**src/rtl/vram_scheduler_if.sv**
```systemverilog
// CPU-side request/acknowledge bus of the VRAM scheduler.
// The CPU holds addr/we/wdata stable until it sees the ack pulse.
interface vram_scheduler_if #(
  parameter int ABITS = 19,
  parameter int DBITS = 4
);
  logic             cpu_req;
  logic             cpu_we;
  logic [ABITS-1:0] cpu_addr;
  logic [DBITS-1:0] cpu_wdata;
  logic             cpu_ack;
  logic [DBITS-1:0] cpu_rdata;

  modport master (
    output cpu_req, cpu_we, cpu_addr, cpu_wdata,
    input  cpu_ack, cpu_rdata
  );

  modport slave (
    input  cpu_req, cpu_we, cpu_addr, cpu_wdata,
    output cpu_ack, cpu_rdata
  );
endinterface

```
**src/rtl/vram_scheduler.sv**
```systemverilog
// Shares one single-port synchronous-read VRAM between VGA scanout and a CPU.
// Two clocks after each pixel tick is reserved for the display fetch; the CPU uses every other cycle.
module vram_scheduler #(
  parameter int XBITS = 10,
  parameter int YBITS = 10,
  parameter int ABITS = 19,
  parameter int DBITS = 4,
  parameter int HVIS  = 640
) (
  input  logic             clk,
  input  logic             reset_n,
  input  logic             tick_i,
  input  logic [XBITS-1:0] x_i,
  input  logic [YBITS-1:0] y_i,
  input  logic             activevideo_i,
  vram_scheduler_if.slave  cpu,
  output logic [ABITS-1:0] mem_addr_o,
  output logic             mem_we_o,
  output logic [DBITS-1:0] mem_wdata_o,
  input  logic [DBITS-1:0] mem_rdata_i,
  output logic [DBITS-1:0] pix_color_o
);

  localparam logic [ABITS-1:0] HVIS_A = ABITS'(HVIS);

  typedef enum logic {IDLE, ACK} state_e;

  state_e           state_q, state_d;
  logic             tickD1_q, tickD2_q, tickD3_q;
  logic             dispEn_q, fetchEn_q;
  logic [ABITS-1:0] dispAddr_q;
  logic [ABITS-1:0] memAddr_q, memAddr_d;
  logic [DBITS-1:0] memWdata_q, memWdata_d;
  logic             lastWe_q, lastWe_d;
  logic [DBITS-1:0] pixColor_q;
  logic             protect, issue, ack;

  // The tick shift chain alone locates the display slot, so a late or early tick re-aligns it at once.
  always_ff @(posedge clk) begin
    if (!reset_n) begin
      tickD1_q   <= 1'b0;
      tickD2_q   <= 1'b0;
      tickD3_q   <= 1'b0;
      dispEn_q   <= 1'b0;
      fetchEn_q  <= 1'b0;
      dispAddr_q <= '0;
      memAddr_q  <= '0;
      memWdata_q <= '0;
      lastWe_q   <= 1'b0;
      pixColor_q <= '0;
      state_q    <= IDLE;
    end else begin
      tickD1_q  <= tick_i;
      tickD2_q  <= tickD1_q;
      tickD3_q  <= tickD2_q;
      fetchEn_q <= tickD2_q & dispEn_q;
      if (tickD1_q) begin
        dispAddr_q <= ABITS'(y_i) * HVIS_A + ABITS'(x_i);
        dispEn_q   <= activevideo_i;
      end
      if (tickD3_q) begin
        pixColor_q <= fetchEn_q ? mem_rdata_i : '0;
      end
      memAddr_q  <= memAddr_d;
      memWdata_q <= memWdata_d;
      lastWe_q   <= lastWe_d;
      state_q    <= state_d;
    end
  end

  // Blanking display slots are left free for the CPU; only a visible fetch blocks it.
  always_comb begin
    protect    = tickD2_q & dispEn_q;
    issue      = reset_n & (state_q == IDLE) & cpu.cpu_req & ~protect;
    ack        = reset_n & (state_q == ACK);
    state_d    = state_q;
    memAddr_d  = memAddr_q;
    memWdata_d = memWdata_q;
    lastWe_d   = lastWe_q;

    case (state_q)
      IDLE:    if (issue) state_d = ACK;
      ACK:     state_d = IDLE;
      default: state_d = IDLE;
    endcase

    if (protect) begin
      memAddr_d = dispAddr_q;
    end else if (issue) begin
      memAddr_d  = cpu.cpu_addr;
      memWdata_d = cpu.cpu_wdata;
      lastWe_d   = cpu.cpu_we;
    end
  end

  assign mem_addr_o    = reset_n ? memAddr_d : '0;
  assign mem_wdata_o   = reset_n ? memWdata_d : '0;
  assign mem_we_o      = issue & cpu.cpu_we;
  assign cpu.cpu_ack   = ack;
  assign cpu.cpu_rdata = (ack && !lastWe_q) ? mem_rdata_i : '0;
  assign pix_color_o   = reset_n ? pixColor_q : '0;

endmodule

```
**src/flat_wrapper.sv**
```systemverilog
// flat-port wrapper written by rule: the top's interface ports become plain ports
module vram_scheduler_flat 
#(
  parameter int XBITS = 10,
  parameter int YBITS = 10,
  parameter int ABITS = 19,
  parameter int DBITS = 4,
  parameter int HVIS  = 640
)
  (clk, reset_n, tick_i, x_i, y_i, activevideo_i, mem_addr_o, mem_we_o, mem_wdata_o, mem_rdata_i, pix_color_o, cpu_cpu_req, cpu_cpu_we, cpu_cpu_addr, cpu_cpu_wdata, cpu_cpu_ack, cpu_cpu_rdata);
  vram_scheduler_if #(.ABITS(ABITS), .DBITS(DBITS)) cpu_i ();
  input  logic clk;
  input  logic reset_n;
  input  logic tick_i;
  input  logic [XBITS-1:0] x_i;
  input  logic [YBITS-1:0] y_i;
  input  logic activevideo_i;
  output logic [ABITS-1:0] mem_addr_o;
  output logic mem_we_o;
  output logic [DBITS-1:0] mem_wdata_o;
  input  logic [DBITS-1:0] mem_rdata_i;
  output logic [DBITS-1:0] pix_color_o;
  input wire logic [$bits(cpu_i.cpu_req)-1:0] cpu_cpu_req;
  input wire logic [$bits(cpu_i.cpu_we)-1:0] cpu_cpu_we;
  input wire logic [$bits(cpu_i.cpu_addr)-1:0] cpu_cpu_addr;
  input wire logic [$bits(cpu_i.cpu_wdata)-1:0] cpu_cpu_wdata;
  output wire logic [$bits(cpu_i.cpu_ack)-1:0] cpu_cpu_ack;
  output wire logic [$bits(cpu_i.cpu_rdata)-1:0] cpu_cpu_rdata;
  assign cpu_i.cpu_req = cpu_cpu_req;
  assign cpu_i.cpu_we = cpu_cpu_we;
  assign cpu_i.cpu_addr = cpu_cpu_addr;
  assign cpu_i.cpu_wdata = cpu_cpu_wdata;
  assign cpu_cpu_ack = cpu_i.cpu_ack;
  assign cpu_cpu_rdata = cpu_i.cpu_rdata;
  vram_scheduler #(.XBITS(XBITS), .YBITS(YBITS), .ABITS(ABITS), .DBITS(DBITS), .HVIS(HVIS)) u_core (.clk(clk), .reset_n(reset_n), .tick_i(tick_i), .x_i(x_i), .y_i(y_i), .activevideo_i(activevideo_i), .cpu(cpu_i), .mem_addr_o(mem_addr_o), .mem_we_o(mem_we_o), .mem_wdata_o(mem_wdata_o), .mem_rdata_i(mem_rdata_i), .pix_color_o(pix_color_o));
endmodule
```
**config.mk**
```make
export PLATFORM = sky130hd
export DESIGN_NAME = vram_scheduler_flat
export DESIGN_NICKNAME = d
export VERILOG_FILES = /design/src/rtl/vram_scheduler_if.sv /design/src/rtl/vram_scheduler.sv /design/src/flat_wrapper.sv
export SDC_FILE = /design/constraint.sdc
export NUM_CORES = 1
export LEC_CHECK = 0
export ABC_AREA = 1
export BUFFER_PORTS_ARGS = -buffer_cell sky130_fd_sc_hd__buf_2
export CAP_MARGIN = 20
export CORE_ASPECT_RATIO = 1.4
export CORE_MARGIN = 2
export CORE_UTILIZATION = 47
export CTS_CLUSTER_SIZE = 16
export DETAILED_ROUTE_END_ITERATION = 10
export HOLD_SLACK_MARGIN = 0.15
export PLACE_DENSITY = 0.74
export SETUP_SLACK_MARGIN = 0.5
export SLEW_MARGIN = 20
export SYNTH_ARGS = -nofsm -noshare
export SYNTH_HDL_FRONTEND = slang
export SYNTH_SLANG_ARGS = --single-unit
export TNS_END_PERCENT = 50
```
**constraint.sdc**
```tcl
create_clock -name clk -period 2.8 [get_ports clk]
set_input_delay 0.56 -clock clk [delete_from_list [all_inputs] [get_ports clk]]
set_output_delay 0.56 -clock clk [all_outputs]
set_load 0.05 [all_outputs]
```
==> run summary <==
The flow ran to the end, and the final reports show no timing, DRC or antenna violations. Initial antenna violation count: 0. The maximum buffer depth of the clock tree is 2. The H-tree depth came out at 2. The die boundary width works out to 70.22 um. Clock tree synthesis found a total of 53 sinks. The number of I/O pins came out at 86. The tools report the startpoint of the tightest hold check path as tick_i. Placeable core region: 5904 sq um. The worst path uses 81.10% of the clock period. The count of nets after finishing came out at 555. Along the worst hold path, the cell count comes to 3. Setup repair after global routing could not meet its margin everywhere.

At the pin with the least slew margin, the transition time is 0.6420 ns. In the synthesized netlist the dominant register cell turns out to be dfxtp_1. Worst reg2reg path depth: 4.

The tools report the critical path required time as 2.24 ns. In this design, the stage delay of the slowest critical-path cell is 0.19 ns. For this design the ratio of total power to cell area is 484.7 nW/um^2. The later-pin clock latency in the skew report came out at 0.31 ns.

The first TritonRoute pass finished after 4 iterations. The final-report hold violation count was 0. Across the VDD grid, the largest voltage drop is 0.0002438 V.

The number of enable-type register cells in the synthesized netlist was 0; the CTS clock-pin slew for the worst setup and hold paths was 0.10 ns. The max-slew violation count came out at 0. TritonCTS built the clock tree.

The tree is rooted in a clkbuf_8. The total overflow left after global routing is 0. The tools report the worst reg2reg path startpoint as u_core.tickD1_q$_SDFF_PN0_. The fraction of synthesized cell area taken by the top area cell type is 36.77%, and the minimum period implied by the final worst setup slack is 2.271 ns.

By startpoint and endpoint, the worst setup path is classified as input pin to primary output. The total routing usage reported by global routing is 19.21%, and the net count after synthesis is 456. The tools report the end of the worst register-to-register path as u_core.dispAddr_q[14]$_SDFFE_PN0P_. The global placement routability congestion was 0.7983; the count of inserted antenna diode cells was 0.

For this run, the top clock speed supported by timing is 440.4 MHz. Input and output buffers added on the ports amount to 85. Broken down by cell family, the worst path's largest delay share belongs to buffers and inverters.

Compared with the post-synthesis result, the final layout area differs by 31.09%. Between clock sinks in the finished design, the worst skew comes to 0.008498 ns. The logs give 552 for the final non-filler cell total and 382 for the count of mapped cells out of synthesis. In this run, the number of DRC markers left after iteration 0 of detailed routing was 120. The number of DRC violations after detailed routing is 0, and the hold buffer count at cts is 0. The accumulated negative setup slack is 0 ns, and the number of register bits inferred by synthesis is 53.

The total power draw is 1.833 mW, and the number of global-route vias before repair is 2711. The async set-or-reset flop fraction in the synthesized netlist is 0%. The number of different library cells used by synthesis comes to 31. On the critical path, the stage with the largest delay is an instance of buf_6. Worst hold-check slack: 0.4318 ns. The worst setup path is captured at a primary output.

Headroom to the max-slew limit came out at 57.15%. The number of clock buffers added by TritonCTS is 5. The cell repeated most along the worst path is buf_6. Traced cell by cell, the critical path runs through buf_2 > inv_2 > nor2_2 > nand2_2 > nor2_4 > buf_12 > buf_6 > o221ai_1 > o21ai_1 > buf_6.

Including well taps, the total number of placed cells is 532. Measured on the finished design, the core utilization comes to 64.06%. The final layout contains routed wiring with a total length of 6.501 mm. Summing every instance area after synthesis gives 2885 sq um.

Post-synthesis area per instance: 7.553 sq um. The global-route wire length before repair is 11.13 mm, and the sequential element share of the synthesized area is 36.77%. Setup slack on the worst reg-to-reg path comes out at 1.24 ns.

Worst min-delay path category: input pin to flip-flop. The floorplan has 33 rows. The count of buffering cells on the critical path with inverters included is 5.

In this run the static leakage power is 1.964 nW. The detailed-route vias per instance was 5.004; the worst-path maximum fanout was 7. Ranked by total cell area, the synthesized netlist is headed by dfxtp_1, nand2_1, ha_1, inv_1, o221ai_1. The logs give 0 for the total of endpoints with negative setup slack in the final report and 0 for the count of maximum capacitance violations. The tools report the initial core utilization as 48.87%. Entering global routing, the biggest net connects 25 pins. The synthesized design spends more area on one cell type than any other, namely dfxtp_1. Yosys printed 0 warnings. The tools report the worst min-delay path endpoint as u_core.tickD1_q$_SDFF_PN0_. Of the cells placed in the final design, the portion with a size suffix greater than 1 is 32.99%. The routed length per instance came out at 11.78 um.

The die covers 6791 sq um. The number of nets with antenna violations after detailed routing was 0. The floorplan step set the die height to 96.71 um. STA classifies the critical path startpoint as an input pin. Detailed routing inserted a total of 2762 vias. Detailed placement ended at an HPWL of 5.021 mm. STA puts the critical path data arrival time at 1.71 ns.
[report_power, final]
part           total (mW)  leakage [nW]  switching (mW)  internal, mW
clock network       0.438        0.0447           0.257         0.181
registers           0.822         0.436          0.0201         0.801
logic               0.574          1.48           0.352         0.222
total                1.83          1.96           0.629          1.20
[metrics by stage]
stage / instance area, sq um / worst slack (ns)
global placement: 3373 / 0.2111
floorplan: 2918 / 0.2355
CTS: 3517 / 0.4772
global route: 3782 / 0.4170
detailed placement: 3373 / 0.1617
finish: 3782 / 0.5293
[kinds of logic after synthesis]
group	after synthesis	synth area share [%]
buffers and inverters	76	12.14
xor gates and xnor gates	7	2.125
and+or+nand+nor	152	23.37
adders and majority gates	21	9.627
AOI/OAI and AO/OA	73	15.96
DFF	53	36.77
[metal layers]
metal	global-route usage, %	routed length [um]	share of wire, %	vias to the layer above
met2	36.07	3438	53	66
li1	-	-	-	1444
met5	0	0	0	-
met3	2.708	272	4.2	12
met4	6.657	149	2.3	0
met1	21.52	2641	41	1240
[worst max path at each step]
stage	startpoint	end	depth (start not counted)	slack, ns
after floorplan	reset_n	mem_addr_o[16]	4	0.24
after detailed placement	y_i[1]	u_core.dispAddr_q[18]$_SDFFE_PN0P_	13	0.16
after global routing	reset_n	mem_addr_o[16]	10	0.42
final	reset_n	mem_addr_o[16]	10	0.53
after global placement	y_i[1]	u_core.dispAddr_q[18]$_SDFFE_PN0P_	13	0.21
after CTS	reset_n	mem_addr_o[7]	9	0.48
[registers in the layout, summed over array words and instances (netlist names)]
| register | cells |
|---|---|
| u_core.state_q | 1 |
| u_core.dispEn_q | 1 |
| u_core.fetchEn_q | 1 |
| u_core.tickD1_q | 1 |
| u_core.memAddr_q | 19 |
| u_core.tickD3_q | 1 |
| u_core.tickD2_q | 1 |
| u_core.pixColor_q | 4 |
| u_core.dispAddr_q | 19 |
| u_core.memWdata_q | 4 |
| u_core.lastWe_q | 1 |
[worst reg2reg max path, stage by stage (launching register included)]
cell	delay, ns
dfxtp_1	0.65
inv_1	0.45
a21oi_1	0.23
o21ai_0	0.09
inv_1	0.08
[cell usage in the layout (no fill, tap or decap), types with 4 or more instances in the layout]
master and instances:
inv_2 6, xnor2_1 5, o32ai_1 4, clkbuf_8 5, nand2_1 68, o21ai_2 5, o21ai_1 6, nand3_1 22
dfxtp_1 53, nor2_1 37, ha_1 15, o221ai_1 12, inv_1 57, a21oi_1 15, nand2_2 10, o21ai_0 21
o221ai_2 8, nor2_2 6, buf_4 17, buf_6 19, buf_2 64
[synth_stat cells (2+ instances only)]
library cell   n
fa_1           2
nand2_2        9
o221ai_1      20
clkbuf_8       2
clkbuf_1       5
dfxtp_1       53
xor2_1         2
nand3_1       23
nor2_2         5
xnor2_1        5
a21oi_1       15
o21ai_0       25
ha_1          19
nor2_4         2
nand2_1       69
inv_2          5
nor2_1        38
o21ai_1        7
nand4_1        2
o32ai_1        4
inv_1         59
buf_4          2
[layout make-up]
cell class                 instances  area [sq um]
clock buffer                       5         68.82
multi-input combinational        253          1585
timing repair buffer             104         711.9
inverter                          64         242.7
tap                               70         87.58
clock inverter                     3         25.02
sequential                        53          1061
fill                             537          2122
[what timing repair did]
action	CTS	global route
endpoints found under the setup margin	18	26
pin swaps	1	13
gates cloned	0	1
gates resized for setup	8	70
setup buffers	4	7
No activity file was read; power rests on OpenSTA's default activity.
